### src/rtl/reg_mux.sv
// rtl/reg_mux.sv - parameterized N-to-1 multiplexer with registered output
module reg_mux #(
    parameter  int WIDTH    = 8,
    parameter  int N_STATES = 4,
    localparam int SEL_W    = (N_STATES > 1) ? $clog2(N_STATES) : 1
) (
    input  logic             clk,
    input  logic             rst_n,
    input  logic [WIDTH-1:0] i_x [N_STATES-1:0],
    input  logic [SEL_W-1:0] i_select,
    output logic [WIDTH-1:0] o_x
);

    logic [WIDTH-1:0] o_x_q;
    logic [WIDTH-1:0] o_x_d;

    // Pick the addressed word; an index past the last word yields zero so
    // non-power-of-two sizes never forward an undefined value.
    always_comb begin
        o_x_d = '0;
        for (int k = 0; k < N_STATES; k++) begin
            if (i_select == SEL_W'(k)) begin
                o_x_d = i_x[k];
            end
        end
    end

    // Output register: cleared immediately on reset, otherwise loads the selection.
    always_ff @(posedge clk or negedge rst_n) begin
        if (!rst_n) begin
            o_x_q <= '0;
        end else begin
            o_x_q <= o_x_d;
        end
    end

    assign o_x = o_x_q;

endmodule

### config.mk
export PLATFORM = sky130hd
export DESIGN_NAME = reg_mux
export DESIGN_NICKNAME = d
export VERILOG_FILES = /design/src/rtl/reg_mux.sv
export SDC_FILE = /design/constraint.sdc
export NUM_CORES = 1
export LEC_CHECK = 0
export BUFFER_PORTS_ARGS = -buffer_cell sky130_fd_sc_hd__buf_2
export CAP_MARGIN = 0
export CORE_MARGIN = 3
export CORE_UTILIZATION = 28
export DETAILED_ROUTE_END_ITERATION = 10
export HOLD_SLACK_MARGIN = 0.03
export MAX_ROUTING_LAYER = met4
export PLACE_DENSITY = 0.71
export SYNTH_ARGS = -nofsm -noshare
export SYNTH_HDL_FRONTEND = slang
export SYNTH_SLANG_ARGS = --single-unit
### constraint.sdc
create_clock -name clk -period 0.8 [get_ports clk]
set_input_delay 0.16 -clock clk [delete_from_list [all_inputs] [get_ports clk]]
set_output_delay 0.16 -clock clk [all_outputs]
set_load 0.1 [all_outputs]
==> impl_metrics.env, run 1 <==
export IMPL_wirelength_um=865
export IMPL_yosysWarnings=0
export IMPL_ant_nets=0
export IMPL_max_slew_margin_rel_pct=89.37
export IMPL_rsz0062_at_grt="true"
export IMPL_wl_per_cell_um=11.23
export IMPL_path_buf_inv=1
export IMPL_drtIter0Drc=3
export IMPL_avgSynthCellArea_um2=22.04
export IMPL_synth_nets=54
export IMPL_ioPinCount=44
export IMPL_crit_start="o_x[5]$_DFF_PN0_"
export IMPL_largest_reg_flops=8
export IMPL_hold_viol=0
export IMPL_grt_use_total_pct=10.11
export IMPL_yosys_cell_types_count=4
export IMPL_fp_row_count=12
export IMPL_failed_checks="setup timing"
export IMPL_hold_path_end="o_x[0]$_DFF_PN0_"
export IMPL_min_from="i_x[24]"
export IMPL_cp_num_cells=1
export IMPL_drv_cap=0
export IMPL_ys_seq_area_share_pct=50.47
export IMPL_worstPathArrival_ns=0.88
export IMPL_cts_max_path_buffers=2
export IMPL_cts_buffers=3
export IMPL_cp_slowest_cell="dfrtp_4"
export IMPL_critPathMaxStageDelay_ns=0.47
export IMPL_portBuffers=43
export IMPL_crit_type="flip-flop to output pin"
export IMPL_antenna_found_initial=0
export IMPL_critical_path_top_delay_family="flip-flops"
export IMPL_worst_slew_pin_slew_ns=0.1595
export IMPL_ir_worst_vdd_mv=0.6819
export IMPL_grt_max_degree=9
export IMPL_fp_dieH_um=43.64
export IMPL_min_period_ns=1.044
export IMPL_netlist_instances=18
export IMPL_final_max_slew_viol_count=0
export IMPL_dieWidth_um=43.64
export IMPL_cts_root_buf="clkbuf_4"
export IMPL_initial_utilization_pct=32.61
export IMPL_grt_pass1_vias=322
export IMPL_outcome="finished with violations"
export IMPL_drc=0
export IMPL_cts_tree="built"
export IMPL_timing_final_ws_setup_ns=-0.2441
export IMPL_via_count=339
export IMPL_dieArea_um2=1904
export IMPL_core_area_um2=1216
export IMPL_path_max_fanout=1
export IMPL_area_growth_pct=100.6
export IMPL_worstPathCellList="buf_12"
export IMPL_crit_path_start_kind="flip-flop"
export IMPL_fin_crit_sh_pct=130.5
export IMPL_h_tree_depth=1
export IMPL_fmax_mhz=957.8
export IMPL_overflow=0
export IMPL_worstHoldPathCells=2
export IMPL_clkSlewWorstSetupHoldPaths_ns=0.05
export IMPL_power_static_leakage_nw=0.3686
export IMPL_crit_required_ns=0.64
export IMPL_setup_tns_ns=-1.876
export IMPL_place_ws_ns=-0.2728
export IMPL_syn_area_um2=396.6
export IMPL_cellPowerDensity_nw_per_um2=1817
export IMPL_worst_setup_path_end_kind="output pin"
export IMPL_final_core_util_pct=65.43
export IMPL_setup_viol=8
export IMPL_dr_pass1_iters=4
export IMPL_num_antenna_cells=0
export IMPL_viasPerCell=4.403
export IMPL_layout_nets=101
export IMPL_drive_gt1_share_pct=98.41
export IMPL_hold_path_class="input pin to flip-flop"
export IMPL_ys_ff_latch=8
export IMPL_gp_congestion=0.7322
export IMPL_cts_sinks=8
export IMPL_grt_pass1_wl_um=1276
export IMPL_total_power_mw=1.446
==> cells by family (layout without fill, tap and decap cells) <==
family / after synthesis / after routing / share of synthesized area, %
buffers and inverters: 2 / 47 / 4.100
DFF: 8 / 8 / 50.47
muxes: 8 / 8 / 45.43
==> placed cells by master (no fill, tap or decap) <==
master          n
dfrtp_2         1
buf_2          34
dlygate4sd3_1   1
buf_4           1
clkbuf_4        3
mux4_2          8
dfrtp_4         7
buf_12          8
==> routing by layer <==
layer / GRT usage, % / part of all wire, % / vias to the layer above
met5: - / 0 / -
met4: 12.65 / 2.2 / 0
met3: 1.660 / 15 / 2
met2: 15.70 / 51 / 33
met1: 9.284 / 32 / 138
li1: - / - / 166
==> cells in the mapped netlist <==
library cell | number | share of area, %
mux4_2 | 8 | 45
clkbuf_2 | 1 | 1.3
buf_6 | 1 | 2.8
dfrtp_1 | 8 | 50
==> final cells by class <==
cell class | instances | area (µm²)
Clock buffer | 3 | 22.52
Fill cell | 92 | 420.4
Timing Repair Buffer | 44 | 347.8
Multi-Input combinational cell | 8 | 180.2
Sequential cell | 8 | 227.7
Tap cell | 14 | 17.52
==> where the power goes <==
group	leakage, nW	switching, mW	internal [mW]	total, mW
Combinational	0.269	0.378	0.286	0.664
Sequential	0.0859	0.0331	0.472	0.505
Clock	0.0138	0.108	0.170	0.277
==> through the flow <==
| stage | instances | hold slack (ns) | area [µm²] |
|---|---|---|---|
| 6_report | 77 | 0.2345 | 795.8 |
| 2_1_floorplan | 18 | -0.1356 | 432.9 |
| 3_5_place_dp | 73 | -0.001090 | 760.7 |
| 4_1_cts | 77 | 0.2242 | 795.8 |
| 5_1_grt | 77 | 0.2241 | 795.8 |
| 3_3_place_gp | 73 | -0.002288 | 760.7 |
==> worst max path at each step <==
| stage | endpoint | slack, ns |
|---|---|---|
| after CTS | o_x[5] | -0.26 |
| after global placement | o_x[3]$_DFF_PN0_ | -0.27 |
| after global routing | o_x[6] | -0.27 |
| after floorplan | o_x[0]$_DFF_PN0_ | -0.08 |
| final | o_x[5] | -0.24 |
| after detailed placement | o_x[3]$_DFF_PN0_ | -0.27 |
==> timing repair <==
item,in CTS,in global routing
hold endpoints to repair,8,0
endpoints found under the setup margin,16,8
gates resized for setup,1,0
setup buffers,0,0
hold buffers,1,0
No activity file was read; power rests on OpenSTA's default activity.
==> run 2, diff against run 1 <==
--- a/config.mk
+++ b/config.mk
@@ -7,12 +7,14 @@
 export LEC_CHECK = 0
 export BUFFER_PORTS_ARGS = -buffer_cell sky130_fd_sc_hd__buf_2
 export CAP_MARGIN = 0
+export CELL_PAD_IN_SITES_DETAIL_PLACEMENT = 1
+export CELL_PAD_IN_SITES_GLOBAL_PLACEMENT = 1
 export CORE_MARGIN = 3
-export CORE_UTILIZATION = 28
+export CORE_UTILIZATION = 20
 export DETAILED_ROUTE_END_ITERATION = 10
 export HOLD_SLACK_MARGIN = 0.03
 export MAX_ROUTING_LAYER = met4
-export PLACE_DENSITY = 0.71
+export PLACE_DENSITY_LB_ADDON = 0.1
 export SYNTH_ARGS = -nofsm -noshare
 export SYNTH_HDL_FRONTEND = slang
 export SYNTH_SLANG_ARGS = --single-unit
==> constraint.sdc (replaced) <==
create_clock -name clk -period 0.8 [get_ports clk]
set_input_delay 0.16 -clock clk [delete_from_list [all_inputs] [get_ports clk]]
set_output_delay 0.16 -clock clk [all_outputs]
set_load 0.01 [all_outputs]
==> run 2 against run 1 <==
Net effect:
- worst hold slack improved by 0.00093 ns
- sequential share of layout area increased by 1.6 points
- sequential cell count unchanged
- highest routed layer unchanged
- largest power group is now sequential cells
- first-iteration DRC count unchanged
- routed wire length increased by 22%
- the flow still finishes with violations (setup timing)
- final cell count increased by 14%
- critical endpoint is now o_x[0]
- clock power about the same
- critical path type unchanged
==> impl_metrics.env, run 2 (same netlist as run 1, synthesis figures left out) <==
export IMPL_setup_viol=8
export IMPL_cts_sinks=8
export IMPL_worstPathArrival_ns=0.72
export IMPL_timing_final_ws_setup_ns=-0.08426
export IMPL_cts_tree="built"
export IMPL_outcome="finished with violations"
export IMPL_crit_type="flip-flop to output pin"
export IMPL_worst_setup_path_end_kind="output pin"
export IMPL_rsz0062_at_grt="true"
export IMPL_wirelength_um=1054
export IMPL_fmax_mhz=1131
export IMPL_failed_checks="setup timing"
export IMPL_viasPerCell=4.034
export IMPL_crit_required_ns=0.64
export IMPL_total_power_mw=0.9778
export IMPL_most_common_layout_cells="buf_2 (42), mux4_2 (8), dfrtp_1 (8), clkbuf_4 (3)"
export IMPL_largest_reg_flops=8
export IMPL_drtIter0Drc=3
export IMPL_whs_ns=0.2354
export IMPL_final_common_cell="buf_2"
export IMPL_wl_per_cell_um=11.98
export IMPL_place_inst=84
export IMPL_worstPathCellList="buf_2"
export IMPL_critPathMaxStageDelay_ns=0.35
export IMPL_path_max_fanout=1
export IMPL_cellPowerDensity_nw_per_um2=1477
export IMPL_portBuffers=43
export IMPL_final_max_slew_viol_count=0
export IMPL_fin_crit_sh_pct=110.5
export IMPL_area_growth_pct=66.88
export IMPL_hold_path_class="input pin to flip-flop"
export IMPL_postPlaceCellArea_um2=626.9
export IMPL_cts_buffers=3
export IMPL_initial_utilization_pct=22.01
export IMPL_cts_root_buf="clkbuf_4"
export IMPL_hold_viol=0
export IMPL_max_slew_margin_rel_pct=88.18
export IMPL_min_period_ns=0.8843
export IMPL_grt_pass1_vias=390
export IMPL_fin_cells=88
export IMPL_drive_gt1_share_pct=85.71
export IMPL_clkSlewWorstSetupHoldPaths_ns=0.05
export IMPL_worst_slew_pin_slew_ns=0.1773
export IMPL_dieWidth_um=50.53
export IMPL_overflow=0
export IMPL_setup_tns_ns=-0.6404
export IMPL_h_tree_depth=1
export IMPL_stdcell_area_um2=661.9
export IMPL_drv_cap=0
export IMPL_grt_pass1_wl_um=1518
export IMPL_dieArea_um2=2553
export IMPL_cts_max_path_buffers=2
export IMPL_critical_path_top_delay_family="flip-flops"
export IMPL_crit_path_start_kind="flip-flop"
export IMPL_cp_slowest_cell="dfrtp_1"
export IMPL_layout_nets=101
export IMPL_fp_dieH_um=50.53
export IMPL_grt_max_degree=9
export IMPL_grt_use_total_pct=9.044
export IMPL_path_buf_inv=1
export IMPL_ir_worst_vdd_mv=0.4668
export IMPL_power_static_leakage_nw=0.3322
export IMPL_drc=0
export IMPL_gp_congestion=0.6325
export IMPL_fp_row_count=15
export IMPL_num_antenna_cells=0
export IMPL_core_area_um2=1802
export IMPL_ant_nets=0
export IMPL_via_count=355
export IMPL_dr_pass1_iters=3
export IMPL_ioPinCount=44
export IMPL_antenna_found_initial=0
[run 2: repair_timing]
action	4_1_cts	5_1_grt
gates resized for setup	1	0
hold endpoints to repair	8	0
pin swaps	0	0
buffers inserted	0	0
hold buffers	1	0
endpoints found under the setup margin	16	8
[run 2: metrics by stage]
| step | setup WS (ns) | util, % |
|---|---|---|
| 2_1_floorplan | -0.08054 | - |
| 3_3_place_gp | -0.3235 | 34.79 |
| 3_5_place_dp | -0.3165 | 34.79 |
| 4_1_cts | -0.1027 | 36.74 |
| 5_1_grt | -0.1273 | 36.74 |
| 6_report | -0.08426 | 36.74 |
[run 2: per-layer routing]
layer,up-vias,routed length (µm),global-route usage (%)
met5,-,0,-
met4,0,11,9.417
met3,2,95,1.780
met2,20,588,13.26
met1,167,359,9.848
li1,166,-,-
[run 2: where the power goes]
| part | switching (mW) | leakage (nW) | internal, mW |
|---|---|---|---|
| clock network | 0.109 | 0.0138 | 0.170 |
| registers | 0.00760 | 0.0932 | 0.446 |
| logic | 0.0913 | 0.225 | 0.154 |
[run 2: worst paths after layout]
kind                                     to              from  slack [ns]  cells after the start
worst max-delay path                 o_x[0]  o_x[0]$_DFF_PN0_       -0.08                      1
worst min-delay path       o_x[3]$_DFF_PN0_            i_x[3]        0.24                      2
max in group asynchronous  o_x[5]$_DFF_PN0_             rst_n        0.37                      2
min in group asynchronous  o_x[4]$_DFF_PN0_             rst_n        0.28                      2
[run 2: area by class of cell]
| type | count | area, µm² |
|---|---|---|
| fillers | 210 | 1140 |
| repair buffers | 44 | 227.7 |
| flip-flops and latches | 8 | 200.2 |
| multi-input cells | 8 | 180.2 |
| well taps | 25 | 31.28 |
| clock buffers | 3 | 22.52 |
